===== src/rtl/battle_board_n.sv =====
`default_nettype none
// +-------------------------------------------------------------------------+
// | battle_board_n : multi-player battleship board, turn and shot resolver  |
// | Rev 1.0                                                                 |
// +-------------------------------------------------------------------------+
module battle_board_n #(
    parameter int ROWS    = 4,
    parameter int COLS    = 7,
    parameter int PLAYERS = 2,
    localparam int CELLS  = ROWS * COLS,
    localparam int PW     = (PLAYERS > 2) ? $clog2(PLAYERS) : 1,
    localparam int RW     = (ROWS > 1) ? $clog2(ROWS) : 1,
    localparam int CLW    = (COLS > 1) ? $clog2(COLS) : 1
) (
    input  logic             clk,
    input  logic             clr_n,
    input  logic             load_en,
    input  logic [PW-1:0]    load_player,
    input  logic [CELLS-1:0] load_ships,
    input  logic             start,
    input  logic             fire_valid,
    output logic             fire_ready,
    input  logic [RW-1:0]    fire_row,
    input  logic [CLW-1:0]   fire_col,
    output logic             resp_valid,
    output logic             resp_hit,
    output logic             resp_repeat,
    output logic             resp_error,
    output logic [PW-1:0]    turn,
    input  logic [PW-1:0]    view_player,
    output logic [CELLS-1:0] view_guess,
    output logic [1:0]       phase,
    output logic             finish,
    output logic [PW-1:0]    winner
);

    localparam int CW = $clog2(CELLS + 1);
    localparam int IW = (CELLS > 1) ? $clog2(CELLS) : 1;

    localparam logic [1:0] S_SETUP   = 2'b00;
    localparam logic [1:0] S_PLAY    = 2'b01;
    localparam logic [1:0] S_RESOLVE = 2'b10;
    localparam logic [1:0] S_DONE    = 2'b11;

    logic [1:0]       state;
    logic [CELLS-1:0] fleet [PLAYERS];
    logic [CELLS-1:0] guess [PLAYERS];
    logic [CW-1:0]    count [PLAYERS];
    logic [CW-1:0]    hits  [PLAYERS];
    logic [RW-1:0]    row_q;
    logic [CLW-1:0]   col_q;

    logic [PW-1:0]    target;
    logic [IW-1:0]    idx;
    logic             coord_err;
    logic             all_loaded;
    logic [CW-1:0]    hits_next;

    function automatic logic [CW-1:0] popcnt(input logic [CELLS-1:0] v);
        popcnt = '0;
        for (int i = 0; i < CELLS; i++) begin
            popcnt = popcnt + CW'(v[i]);
        end
    endfunction

    assign target     = (turn == PW'(PLAYERS - 1)) ? '0 : turn + 1'b1;
    assign coord_err  = (int'(row_q) >= ROWS) || (int'(col_q) >= COLS);
    assign idx        = IW'(int'(row_q) * COLS + int'(col_q));
    assign hits_next  = hits[turn] + CW'(1);
    assign fire_ready = (state == S_PLAY);
    assign phase      = state;
    assign finish     = (state == S_DONE);
    assign view_guess = (int'(view_player) < PLAYERS) ? guess[view_player] : '0;

    always_comb begin
        all_loaded = 1'b1;
        for (int p = 0; p < PLAYERS; p++) begin
            if (count[p] == '0) all_loaded = 1'b0;
        end
    end

    always_ff @(posedge clk or negedge clr_n) begin
        if (!clr_n) begin
            state       <= S_SETUP;
            turn        <= '0;
            winner      <= '0;
            resp_valid  <= 1'b0;
            resp_hit    <= 1'b0;
            resp_repeat <= 1'b0;
            resp_error  <= 1'b0;
            row_q       <= '0;
            col_q       <= '0;
            for (int p = 0; p < PLAYERS; p++) begin
                fleet[p] <= '0;
                guess[p] <= '0;
                count[p] <= '0;
                hits[p]  <= '0;
            end
        end else begin
            resp_valid  <= 1'b0;
            resp_hit    <= 1'b0;
            resp_repeat <= 1'b0;
            resp_error  <= 1'b0;
            case (state)
                S_SETUP: begin
                    // start sees the counts as they were before any same-cycle load
                    if (load_en && (int'(load_player) < PLAYERS)) begin
                        fleet[load_player] <= load_ships;
                        count[load_player] <= popcnt(load_ships);
                    end
                    if (start && all_loaded) state <= S_PLAY;
                end
                S_PLAY: begin
                    if (fire_valid) begin
                        row_q <= fire_row;
                        col_q <= fire_col;
                        state <= S_RESOLVE;
                    end
                end
                S_RESOLVE: begin
                    resp_valid <= 1'b1;
                    state      <= S_PLAY;
                    if (coord_err) begin
                        resp_error <= 1'b1;
                    end else if (guess[turn][idx]) begin
                        resp_repeat <= 1'b1;
                    end else begin
                        guess[turn][idx] <= 1'b1;
                        if (fleet[target][idx]) begin
                            resp_hit   <= 1'b1;
                            hits[turn] <= hits_next;
                            if (hits_next == count[target]) begin
                                state  <= S_DONE;
                                winner <= turn;
                            end else begin
                                turn <= target;
                            end
                        end else begin
                            turn <= target;
                        end
                    end
                end
                default: ;
            endcase
        end
    end

endmodule
`default_nettype wire


===== config.mk =====
export PLATFORM = sky130hd
export DESIGN_NAME = battle_board_n
export DESIGN_NICKNAME = d
export VERILOG_FILES = /design/src/rtl/battle_board_n.sv
export SDC_FILE = /design/constraint.sdc
export NUM_CORES = 1
export LEC_CHECK = 0
export ABC_AREA = 0
export CAP_MARGIN = 20
export CELL_PAD_IN_SITES_DETAIL_PLACEMENT = 0
export CELL_PAD_IN_SITES_GLOBAL_PLACEMENT = 1
export CORE_MARGIN = 2
export CORE_UTILIZATION = 45
export CTS_BUF_LIST = sky130_fd_sc_hd__clkbuf_8
export DETAILED_ROUTE_END_ITERATION = 10
export HOLD_SLACK_MARGIN = 0.05
export PLACE_DENSITY_LB_ADDON = 0.1
export RECOVER_POWER = 50
export SETUP_SLACK_MARGIN = 0.02
export SYNTH_ARGS = -nofsm -noshare
export SYNTH_HDL_FRONTEND = slang
export SYNTH_SLANG_ARGS = --single-unit

===== constraint.sdc =====
create_clock -name clk -period 4.6 [get_ports clk]
set_clock_uncertainty 0.15 [all_clocks]
set_input_delay 0.92 -clock clk [delete_from_list [all_inputs] [get_ports clk]]
set_output_delay 0.92 -clock clk [all_outputs]
set_load 0.01 [all_outputs]

==> out/summary.txt <==
Critical Path End Type: flop
CTS tree: built
routed wire length: 21,500 um
CTS clk-pin slew, worst paths: 0.08 ns
largest net degree at the start of global routing: 97
htree depth: 4
full die area: 18,800 um2
DP Worst Slack: -1.31 ns
Netlist cell types: 55
overflow left after global routing: 0
fmax: 200 MHz
Slew @ Worst Pin: 2.45 ns
Slowest Stage Delay on Critical Path: 0.54 ns
Mapped Area: 7990 um2
minimum clock period: 5.01 ns
register area: 3630 um2
Synth top cells by count: dfrtp_1 (145), nand2_1 (74), o21ai_0 (62)
Final Non-Filler Cells: 1,130
Placed Cells: 973
share of cells above drive strength 1: 36.2%
Multi-input gate area: 3980 um2
Worst Hold Path EP: fleet[27]
fin nets: 973
Mapped Cells: 667
worst-path maximum fanout: 2
count leader, synth: dfrtp_1
worst hold stages: 2
initial antenna violation count: 0
Synth Warn #: 0
CP Launch Type: input port
area grow syn2layout: 32.6%
cts hold-fix bufs: 0
status: complete, but fails checks
ys flop type: dfrtp_1
CTS Buf Count: 17
Max Root-Sink Buffers: 2
Starting Density: 46.0%
Arrival @ worst endpoint: 5.16 ns
Final Setup Violations: 8
final hold vios: 0
share of the synthesized area in the top cell type: 45.4%
fill count: 1,375
number of antenna diodes: 0
Pins Over Slew Limit: 97
worst path required time: 4.75 ns
Post-synth EDFFs: 0
R2R depth: 11
Worst Path Buf+Inv: 5
crit-path cells: buf_8 -> fa_1 -> inv_1 -> fa_1 -> fa_1 -> fa_1 -> fa_1 -> fa_1 -> inv_2 -> ha_4 -> inv_2 -> fa_2 -> inv_2 -> a21o_1 -> a21oi_2 -> xor2_1 -> o21ai_1
RSZ-0062 raised after global routing: yes
largest cells by area after synthesis: dfrtp_1 (45%), mux2_2 (6.5%), fa_1 (5.8%)
residual DRC count: 0
Final WS setup: -0.409 ns
die height: 137 um
R2R Path Start: row_q[0]
clock sink total: 145
standard-cell rows: 48
Top Family by Delay on Critical Path: adder cells
Setup CP Type: input port to flop
most frequent CP cell: fa_1
routed wire length per instance: 19.0 um
io pins: 78
Min-Delay Path Class: flop to flop
ys async rst share: 100%
syn avg cell area: 12.0 um2
Post-DRT Antenna Nets: 0
Worst path slowest cell: fa_1
cell taking the most area after synthesis: dfrtp_1
total vias in the final route: 6,006
drt first pass iters: 4
Port Buf Inserts: 77
min-delay src: fleet[27]
number of global-route vias before repair: 6,529
GRT Util Overall: 25.2%
Via density: 5.32
Die Wd: 137 um
initial drt markers: 324
Root Buffer Master: clkbuf_8
Final Cycle Share: 109%
first-pass GRT wire length: 35,300 um
failing checks: max-capacitance violations, max-slew violations, negative setup slack
Synth Register Bits: 145
Slew headroom: -63.2%
Routability Congestion: 0.843
max-cap check violation count: 1
FF-to-FF End: hits[1]
Syn Nets: 748
Skew-Pair Late Insertion Delay: 0.46 ns
flop-to-flop setup slack: 0.63 ns
part of the Yosys area used for sequential elements: 45.4%
Post-DP HPWL: 13,200 um
Core Box Area: 17,400 um2
layout make-up:
| type | count | share of cell area, % |
|---|---|---|
| Multi-Input combinational cell | 430 | 37.5 |
| Inverter | 53 | 1.99 |
| Clock buffer | 18 | 2.34 |
| Clock inverter | 14 | 1.33 |
| Sequential cell | 145 | 34.3 |
| Timing Repair Buffer | 245 | 19.9 |
| Tap cell | 225 | 2.66 |
worst max path at each step:
stage                     depth (start not counted)      startpoint       end
after floorplan                                  16  load_ships[17]  count[4]
after global routing                             17  load_ships[21]  count[9]
after detailed placement                         17  load_ships[11]  count[4]
after global placement                           17  load_ships[11]  count[4]
after CTS                                        17   load_ships[9]  count[9]
final                                            17  load_ships[21]  count[9]
flip-flops by register name (all words and copies together) (netlist names), 2 cells and up:
| register | cells |
|---|---|
| guess | 56 |
| fleet | 56 |
| hits | 10 |
| row_q | 2 |
| count | 10 |
| phase | 2 |
| col_q | 3 |
cells by family (layout without fill, tap and decap cells):
kind of cell               after synthesis  count (layout)  synth area share [%]
buffers and inverters                   92             330                  5.71
AOI/OAI and AO/OA                      146             146                  13.0
muxes                                   98              98                  16.5
adders and majority gates               41              41                  8.58
and+or+nand+nor                        123             123                  8.28
xor gates and xnor gates                22              22                  2.60
DFF                                    145             145                  45.4
stage by stage:
stage	utilization (%)	TNS, ns	instance area (um2)	hold slack, ns
after detailed placement	52.8	-10.93	9170	0.314
final	61.1	-2.33	10600	0.327
after global routing	61.1	-3.10	10600	0.348
after global placement	52.8	-10.40	9170	0.304
after CTS	61.8	-4.21	10700	0.332
after floorplan	-	-3.24	8020	0.289
layout by cell type (no fill, tap or decap), types with 18 or more instances in the layout:
cell and n:
a21o_1 18, a31o_1 28, buf_4 141, buf_6 30
clkbuf_8 18, clkdlybuf4s50_1 60, dfrtp_1 144, fa_1 20
inv_1 39, mux2_2 46, mux2i_1 19, mux4_2 19
nand2_1 74, o21ai_0 46
routing by layer:
metal  up-vias  GRT usage (%)  wire length (um)
met2       166           41.6             10600
met3        48           4.53               841
met4         0           12.7               890
met5         -              0                 0
li1       2812              -                 -
met1      2980           31.9              9180
tightest hold or removal path: stages, from the launching register on:
cell     delay (ns)
dfrtp_1        0.35
nand2_1        0.04
o21ai_0        0.06
timing repair:
item                       CTS  global route
pin swaps                   22            11
setup endpoints to repair   10            16
resized for setup          111            14
setup buffers              144             2
Power is not shown: default switching activity piles up to over one toggle a cycle in this logic, so the estimate is an artifact.
